--- src/rtl/sdi_reconfig_pkg.sv ---
// Shared types and the per-rate read-modify-write table for the SDI line-rate
// reconfiguration controller.
package sdi_reconfig_pkg;

  localparam int ENTRIES = 4;
  localparam int IDX_W   = $clog2(ENTRIES);

  typedef enum logic [1:0] {
    HD  = 2'd0,
    G3  = 2'd1,
    G6  = 2'd2,
    G12 = 2'd3
  } sdi_rate_e;

  typedef struct packed {
    logic [14:0] addr;
    logic [31:0] mask;
    logic [31:0] value;
  } rmw_entry_t;

  typedef enum logic [3:0] {
    S_IDLE,
    S_RST_ON,
    S_RD_REQ,
    S_RD_WAIT,
    S_WR_REQ,
    S_NEXT,
    S_RST_OFF,
    S_LOCK_WAIT,
    S_FAIL
  } ctrl_state_e;

  // Same register set for every rate; only the field values change.
  localparam rmw_entry_t RMW_TABLE [4][ENTRIES] = '{
    '{ '{15'h0110, 32'h0000_00E0, 32'h0000_0000},
       '{15'h0124, 32'h0000_000F, 32'h0000_0003},
       '{15'h0138, 32'h0000_FF00, 32'h0000_2000},
       '{15'h0160, 32'h0000_0003, 32'h0000_0000} },
    '{ '{15'h0110, 32'h0000_00E0, 32'h0000_0040},
       '{15'h0124, 32'h0000_000F, 32'h0000_0005},
       '{15'h0138, 32'h0000_FF00, 32'h0000_1000},
       '{15'h0160, 32'h0000_0003, 32'h0000_0001} },
    '{ '{15'h0110, 32'h0000_00E0, 32'h0000_0080},
       '{15'h0124, 32'h0000_000F, 32'h0000_0008},
       '{15'h0138, 32'h0000_FF00, 32'h0000_0800},
       '{15'h0160, 32'h0000_0003, 32'h0000_0002} },
    '{ '{15'h0110, 32'h0000_00E0, 32'h0000_00C0},
       '{15'h0124, 32'h0000_000F, 32'h0000_000C},
       '{15'h0138, 32'h0000_FF00, 32'h0000_0400},
       '{15'h0160, 32'h0000_0003, 32'h0000_0003} }
  };

  function automatic logic [31:0] rmwMerge(input logic [31:0] readData,
                                           input rmw_entry_t entry);
    return (readData & ~entry.mask) | (entry.value & entry.mask);
  endfunction

endpackage

--- src/rtl/sdi_lock_qualifier.sv ---
// Qualifies PLL lock: requires STABLE consecutive locked samples, and flags a
// timeout once TIMEOUT wait cycles have elapsed without qualification.
module sdi_lock_qualifier #(
  parameter int STABLE  = 16,
  parameter int TIMEOUT = 100000
) (
  input  logic clk_i,
  input  logic rst_i,
  input  logic clear_i,
  input  logic enable_i,
  input  logic pll_locked_i,
  output logic qualified_o,
  output logic timeout_o
);

  localparam int STABLE_W = $clog2(STABLE + 1);
  localparam int WAIT_W   = $clog2(TIMEOUT + 1);

  logic [STABLE_W-1:0] stableCnt_q, stableCnt_d;
  logic [WAIT_W-1:0]   waitCnt_q, waitCnt_d;

  always_comb begin
    stableCnt_d = stableCnt_q;
    waitCnt_d   = waitCnt_q;
    if (clear_i) begin
      stableCnt_d = '0;
      waitCnt_d   = '0;
    end else if (enable_i) begin
      stableCnt_d = pll_locked_i ? stableCnt_q + 1'b1 : '0;
      waitCnt_d   = waitCnt_q + 1'b1;
    end
  end

  always_ff @(posedge clk_i) begin
    if (rst_i) begin
      stableCnt_q <= '0;
      waitCnt_q   <= '0;
    end else begin
      stableCnt_q <= stableCnt_d;
      waitCnt_q   <= waitCnt_d;
    end
  end

  // Both flags look at the current sample so the controller reacts on the
  // same edge that completes the count.
  assign qualified_o = enable_i && pll_locked_i &&
                       (stableCnt_q == STABLE_W'(STABLE - 1));
  assign timeout_o   = enable_i && (waitCnt_q == WAIT_W'(TIMEOUT - 1));

endmodule

--- src/rtl/sdi_rate_reconfig_ctrl.sv ---
// Sequences an SDI line-rate change: holds the channel in reset, applies the
// per-rate register RMW table over Avalon-MM, then waits for qualified lock.
module sdi_rate_reconfig_ctrl
  import sdi_reconfig_pkg::*;
#(
  parameter int RD_TIMEOUT   = 1024,
  parameter int LOCK_TIMEOUT = 100000,
  parameter int LOCK_STABLE  = 16
) (
  input  logic        clk_100_clk,
  input  logic        reset_100_reset,
  input  logic [1:0]  rate_req,
  input  logic        rate_req_valid,
  output logic        rate_req_ready,
  output logic        busy,
  output logic        done,
  output logic        error,
  output logic [1:0]  cur_rate,
  output logic        xcvr_reset_req,
  input  logic        pll_locked,
  output logic [14:0] avm_address,
  output logic        avm_read,
  output logic        avm_write,
  output logic [31:0] avm_writedata,
  output logic [3:0]  avm_byteenable,
  input  logic [31:0] avm_readdata,
  input  logic        avm_readdatavalid,
  input  logic        avm_waitrequest
);

  localparam int RD_CNT_W = $clog2(RD_TIMEOUT + 1);

  ctrl_state_e           state_q, state_d;
  sdi_rate_e             rate_q, rate_d;
  sdi_rate_e             curRate_q, curRate_d;
  logic [IDX_W-1:0]      entryIdx_q, entryIdx_d;
  logic [RD_CNT_W-1:0]   rdCnt_q, rdCnt_d;
  logic [31:0]           wrData_q, wrData_d;
  logic                  done_q, done_d;
  logic                  error_q, error_d;

  rmw_entry_t            curEntry;
  logic                  lockQualified;
  logic                  lockTimeout;

  assign curEntry = RMW_TABLE[rate_q][entryIdx_q];

  sdi_lock_qualifier #(
    .STABLE  (LOCK_STABLE),
    .TIMEOUT (LOCK_TIMEOUT)
  ) u_lock_qualifier (
    .clk_i        (clk_100_clk),
    .rst_i        (reset_100_reset),
    .clear_i      (state_q == S_RST_OFF),
    .enable_i     (state_q == S_LOCK_WAIT),
    .pll_locked_i (pll_locked),
    .qualified_o  (lockQualified),
    .timeout_o    (lockTimeout)
  );

  always_comb begin
    state_d    = state_q;
    rate_d     = rate_q;
    curRate_d  = curRate_q;
    entryIdx_d = entryIdx_q;
    rdCnt_d    = rdCnt_q;
    wrData_d   = wrData_q;
    done_d     = 1'b0;
    error_d    = error_q;

    unique case (state_q)
      S_IDLE: begin
        if (rate_req_valid) begin
          rate_d     = sdi_rate_e'(rate_req);
          error_d    = 1'b0;
          entryIdx_d = '0;
          state_d    = S_RST_ON;
        end
      end
      S_RST_ON: state_d = S_RD_REQ;
      S_RD_REQ: begin
        if (!avm_waitrequest) begin
          rdCnt_d = '0;
          state_d = S_RD_WAIT;
        end
      end
      // Read-response timeout is measured from the cycle after the accept.
      S_RD_WAIT: begin
        if (avm_readdatavalid) begin
          wrData_d = rmwMerge(avm_readdata, curEntry);
          state_d  = S_WR_REQ;
        end else if (rdCnt_q == RD_CNT_W'(RD_TIMEOUT - 1)) begin
          state_d = S_FAIL;
        end else begin
          rdCnt_d = rdCnt_q + 1'b1;
        end
      end
      S_WR_REQ: begin
        if (!avm_waitrequest) state_d = S_NEXT;
      end
      S_NEXT: begin
        if (entryIdx_q == IDX_W'(ENTRIES - 1)) begin
          state_d = S_RST_OFF;
        end else begin
          entryIdx_d = entryIdx_q + 1'b1;
          state_d    = S_RD_REQ;
        end
      end
      S_RST_OFF: state_d = S_LOCK_WAIT;
      S_LOCK_WAIT: begin
        if (lockQualified) begin
          done_d    = 1'b1;
          curRate_d = rate_q;
          state_d   = S_IDLE;
        end else if (lockTimeout) begin
          state_d = S_FAIL;
        end
      end
      S_FAIL: begin
        error_d = 1'b1;
        state_d = S_IDLE;
      end
      default: state_d = S_IDLE;
    endcase
  end

  always_ff @(posedge clk_100_clk) begin
    if (reset_100_reset) begin
      state_q    <= S_IDLE;
      rate_q     <= HD;
      curRate_q  <= HD;
      entryIdx_q <= '0;
      rdCnt_q    <= '0;
      wrData_q   <= '0;
      done_q     <= 1'b0;
      error_q    <= 1'b0;
    end else begin
      state_q    <= state_d;
      rate_q     <= rate_d;
      curRate_q  <= curRate_d;
      entryIdx_q <= entryIdx_d;
      rdCnt_q    <= rdCnt_d;
      wrData_q   <= wrData_d;
      done_q     <= done_d;
      error_q    <= error_d;
    end
  end

  // Bus outputs decode straight from state so an abandoned command drops on
  // the same edge that resets the FSM.
  assign rate_req_ready = (state_q == S_IDLE);
  assign busy           = (state_q != S_IDLE);
  assign done           = done_q;
  assign error          = error_q;
  assign cur_rate       = curRate_q;
  assign xcvr_reset_req = (state_q == S_RST_ON)  || (state_q == S_RD_REQ) ||
                          (state_q == S_RD_WAIT) || (state_q == S_WR_REQ) ||
                          (state_q == S_NEXT);
  assign avm_read       = (state_q == S_RD_REQ);
  assign avm_write      = (state_q == S_WR_REQ);
  assign avm_address    = (avm_read || avm_write) ? curEntry.addr : '0;
  assign avm_writedata  = avm_write ? wrData_q : '0;
  assign avm_byteenable = 4'hF;

endmodule

--- config.mk ---
export PLATFORM = sky130hd
export DESIGN_NAME = sdi_rate_reconfig_ctrl
export DESIGN_NICKNAME = d
export VERILOG_FILES = /design/src/rtl/sdi_reconfig_pkg.sv /design/src/rtl/sdi_lock_qualifier.sv /design/src/rtl/sdi_rate_reconfig_ctrl.sv
export SDC_FILE = /design/constraint.sdc
export NUM_CORES = 1
export LEC_CHECK = 0
export BUFFER_PORTS_ARGS = -buffer_cell sky130_fd_sc_hd__buf_4
export CAP_MARGIN = 10
export CORE_MARGIN = 3
export CORE_UTILIZATION = 30
export CTS_BUF_LIST = sky130_fd_sc_hd__clkbuf_4
export DETAILED_ROUTE_END_ITERATION = 6
export SYNTH_ARGS = -nofsm -noshare
export SYNTH_HDL_FRONTEND = slang
export SYNTH_SLANG_ARGS = --single-unit
--- constraint.sdc ---
create_clock -name clk_100_clk -period 2.3 [get_ports clk_100_clk]
set_input_delay 0.23 -clock clk_100_clk [delete_from_list [all_inputs] [get_ports clk_100_clk]]
set_output_delay 0.23 -clock clk_100_clk [all_outputs]
set_load 0.1 [all_outputs]
==> impl_metrics.json <==
{
  "diodes": 0,
  "p_total_w": 0.00312,
  "worst_setup_path_start_kind": "flip-flop",
  "vias": 3787,
  "core_um2": 12800,
  "drtIter0Drc": 179,
  "area_growth_pct": 34.9,
  "clkTransAtPathRegs_ns": 0.12,
  "cts_htree_levels": 3,
  "worst_slew_pin_slew_ns": 0.610,
  "powerDensity_nw_per_um2": 579,
  "synth_top_family_by_area": "simple AND/OR/NAND/NOR gates",
  "fin_crit_ns": 2.19,
  "antenna_found_initial": 0,
  "nets": 635,
  "synthSimpleGateAreaFrac": 0.326,
  "drtPass1Iterations": 4,
  "drive_above_1_share": 0.279,
  "root_buffer": "clkbuf_4",
  "numCtsBuffers": 9,
  "clk-insertion-delay-late_ns": 0.43,
  "relSlewSlack": 0.590,
  "status": "complete, no violations",
  "layout_common_cells": "79 x buf_4, 76 x nand2_1, 74 x dfxtp_1",
  "dieArea_um2": 14700,
  "slew_viol_final": 0,
  "ys.flop_type": "dfxtp_1",
  "synthAdderAreaFrac": 0.0251,
  "regArea_um2": 1550,
  "hp-class": "in -> reg",
  "place_hpwl_um": 7810,
  "clock_skew_ns": 0.0135,
  "ir_drop_uv": 437,
  "ys_seq_area_frac": 0.386,
  "die_w_um": 121,
  "grt_max_degree": 48,
  "synthXorXnorAreaFrac": 0.0241,
  "hold_viol": 0,
  "grtUsageTotal": 0.141,
  "layout_commonest_cell": "buf_4",
  "crit_arrival_ns": 1.96,
  "place_congestion": 0.822,
  "ant_nets": 0,
  "synthArstFlopShare": 0,
  "timing.fmax_ghz": 0.457,
  "synth_seq_cells": 77,
  "clock_path_buffers": 2,
  "multi_input_area_um2": 2360,
  "drv_cap": 0,
  "ys_warn_count": 0,
  "finalSetupViolations": 0,
  "critical_path_peak_fanout": 9,
  "drc": 0,
  "post_drt_wl_per_cell_um": 14.1,
  "std_cell_rows": 41,
  "synth_area_um2": 3990,
  "fp.dieH_um": 121,
  "synth_edf_count": 0,
  "total_leakage_power_nw": 2.02,
  "required_ns": 2.07,
  "netlist_instances": 502,
  "period_share": 0.952,
  "fillers": 1264,
  "viasPerCell": 4.96,
  "port_buffers": 86,
  "pin_count": 100,
  "synth_compound_area_frac": 0.130,
  "synth_cell_types": 54,
  "path_class": "reg -> out",
  "fin_setup_tns_ns": 0,
  "cts_tree": "done",
  "synth.avg_cell_area_um2": 7.95,
  "overflow": 0,
  "clock_sinks": 77,
  "wirelength_um": 10800,
  "grt_pass1_wl_um": 16900,
  "end_kind": "output port",
  "first_global_vias": 3457,
  "synthMuxAreaShare": 0.0405,
  "start_util": 0.311
}
[metrics by stage]
stage	cells	hold slack (ns)	setup slack [ns]	instance area (um2)	utilization
6_report	763	0.0367	0.110	5380	0.420
5_1_grt	763	0.00176	-0.00332	5380	0.420
4_1_cts	759	0.00949	0.0186	5090	0.397
3_5_place_dp	744	0.440	0.206	4900	0.382
3_3_place_gp	744	0.425	0.295	4900	0.382
2_1_floorplan	513	0.366	-0.256	4120	-
[flip-flops by register name (all words and copies together) (netlist names)]
register and cells:
wrData_q 32, u_lock_qualifier.waitCnt_q 17, error 1, done 1, rdCnt_q 11, u_lock_qualifier.stableCnt_q 5
entryIdx_q 2, rate_q 2, cur_rate 2, state_q 4
[worst max-delay path, cell delays in order, from the launching register on]
cell and delay (ns):
dfxtp_1 0.39, buf_4 0.19, or2_2 0.42, nor2_4 0.15, and2_4 0.16, buf_6 0.21
[layout make-up]
class | count | share of cell area
multi-input combinational | 380 | 0.439
clock buffer | 10 | 0.0140
inverter | 13 | 0.00977
sequential | 77 | 0.288
tap | 172 | 0.0400
clock inverter | 5 | 0.0186
timing repair buffer | 106 | 0.192
[where the power goes]
group          leakage (nW)  internal (W)  total (W)  switching [W]
combinational          1.30      0.000200   0.000705       0.000505
clock                0.0962      0.000554    0.00102       0.000463
sequential            0.623       0.00136    0.00140      0.0000361
total                  2.02       0.00211    0.00312        0.00100
[synth_stat cells, types with 8 or more instances]
cell type  count  share of area
nand3_1       14          0.018
and2_1        36          0.056
nor3_1        12          0.015
nand2_1       76          0.071
nor2_1        36          0.034
ha_1           8          0.025
buf_4         13          0.024
nand4_1       14          0.022
a211oi_1      11          0.021
nor4_1         8          0.013
inv_1         12          0.011
a21oi_1       46          0.058
nand2b_1      15          0.024
dfxtp_1       77           0.39
mux2i_1       15          0.038
clkbuf_1      25          0.024
[repair_timing]
item / in CTS / in global routing
pin swaps: 0 / 1
hold buffers: 0 / 1
setup buffers: 0 / 1
resized for setup: 4 / 73
cloned: 0 / 2
endpoints found under the hold margin: 0 / 1
endpoints found under the setup margin: 37 / 38
[worst paths after layout]
path / slack, ns / endpoint / depth (start not counted) / from
worst max-delay path: 0.11 / avm_address[2] / 5 / state_q[0]
worst min-delay path: 0.04 / wrData_q[4] / 3 / avm_readdata[4]
worst max register to register: 0.27 / rdCnt_q[5] / 5 / state_q[0]
worst min register to register: 0.46 / wrData_q[22] / 2 / wrData_q[22]
[cells by family after synthesis]
group / after synthesis
multiplexers: 16
XOR/XNOR: 11
flip-flops: 77
adder cells (fa/ha/maj): 8
AO/OA/AOI/OAI: 85
other: 2
buffers and inverters: 56
AND/OR/NAND/NOR: 247
[metal layers]
layer | track usage | wire length [um] | vias to the layer above
met5 | 0 | 0 | -
met4 | 0.0364 | 131 | 0
met3 | 0.0378 | 652 | 14
met2 | 0.237 | 5220 | 101
met1 | 0.180 | 4780 | 1777
li1 | - | - | 1895
No activity file was read; power rests on OpenSTA's default activity.
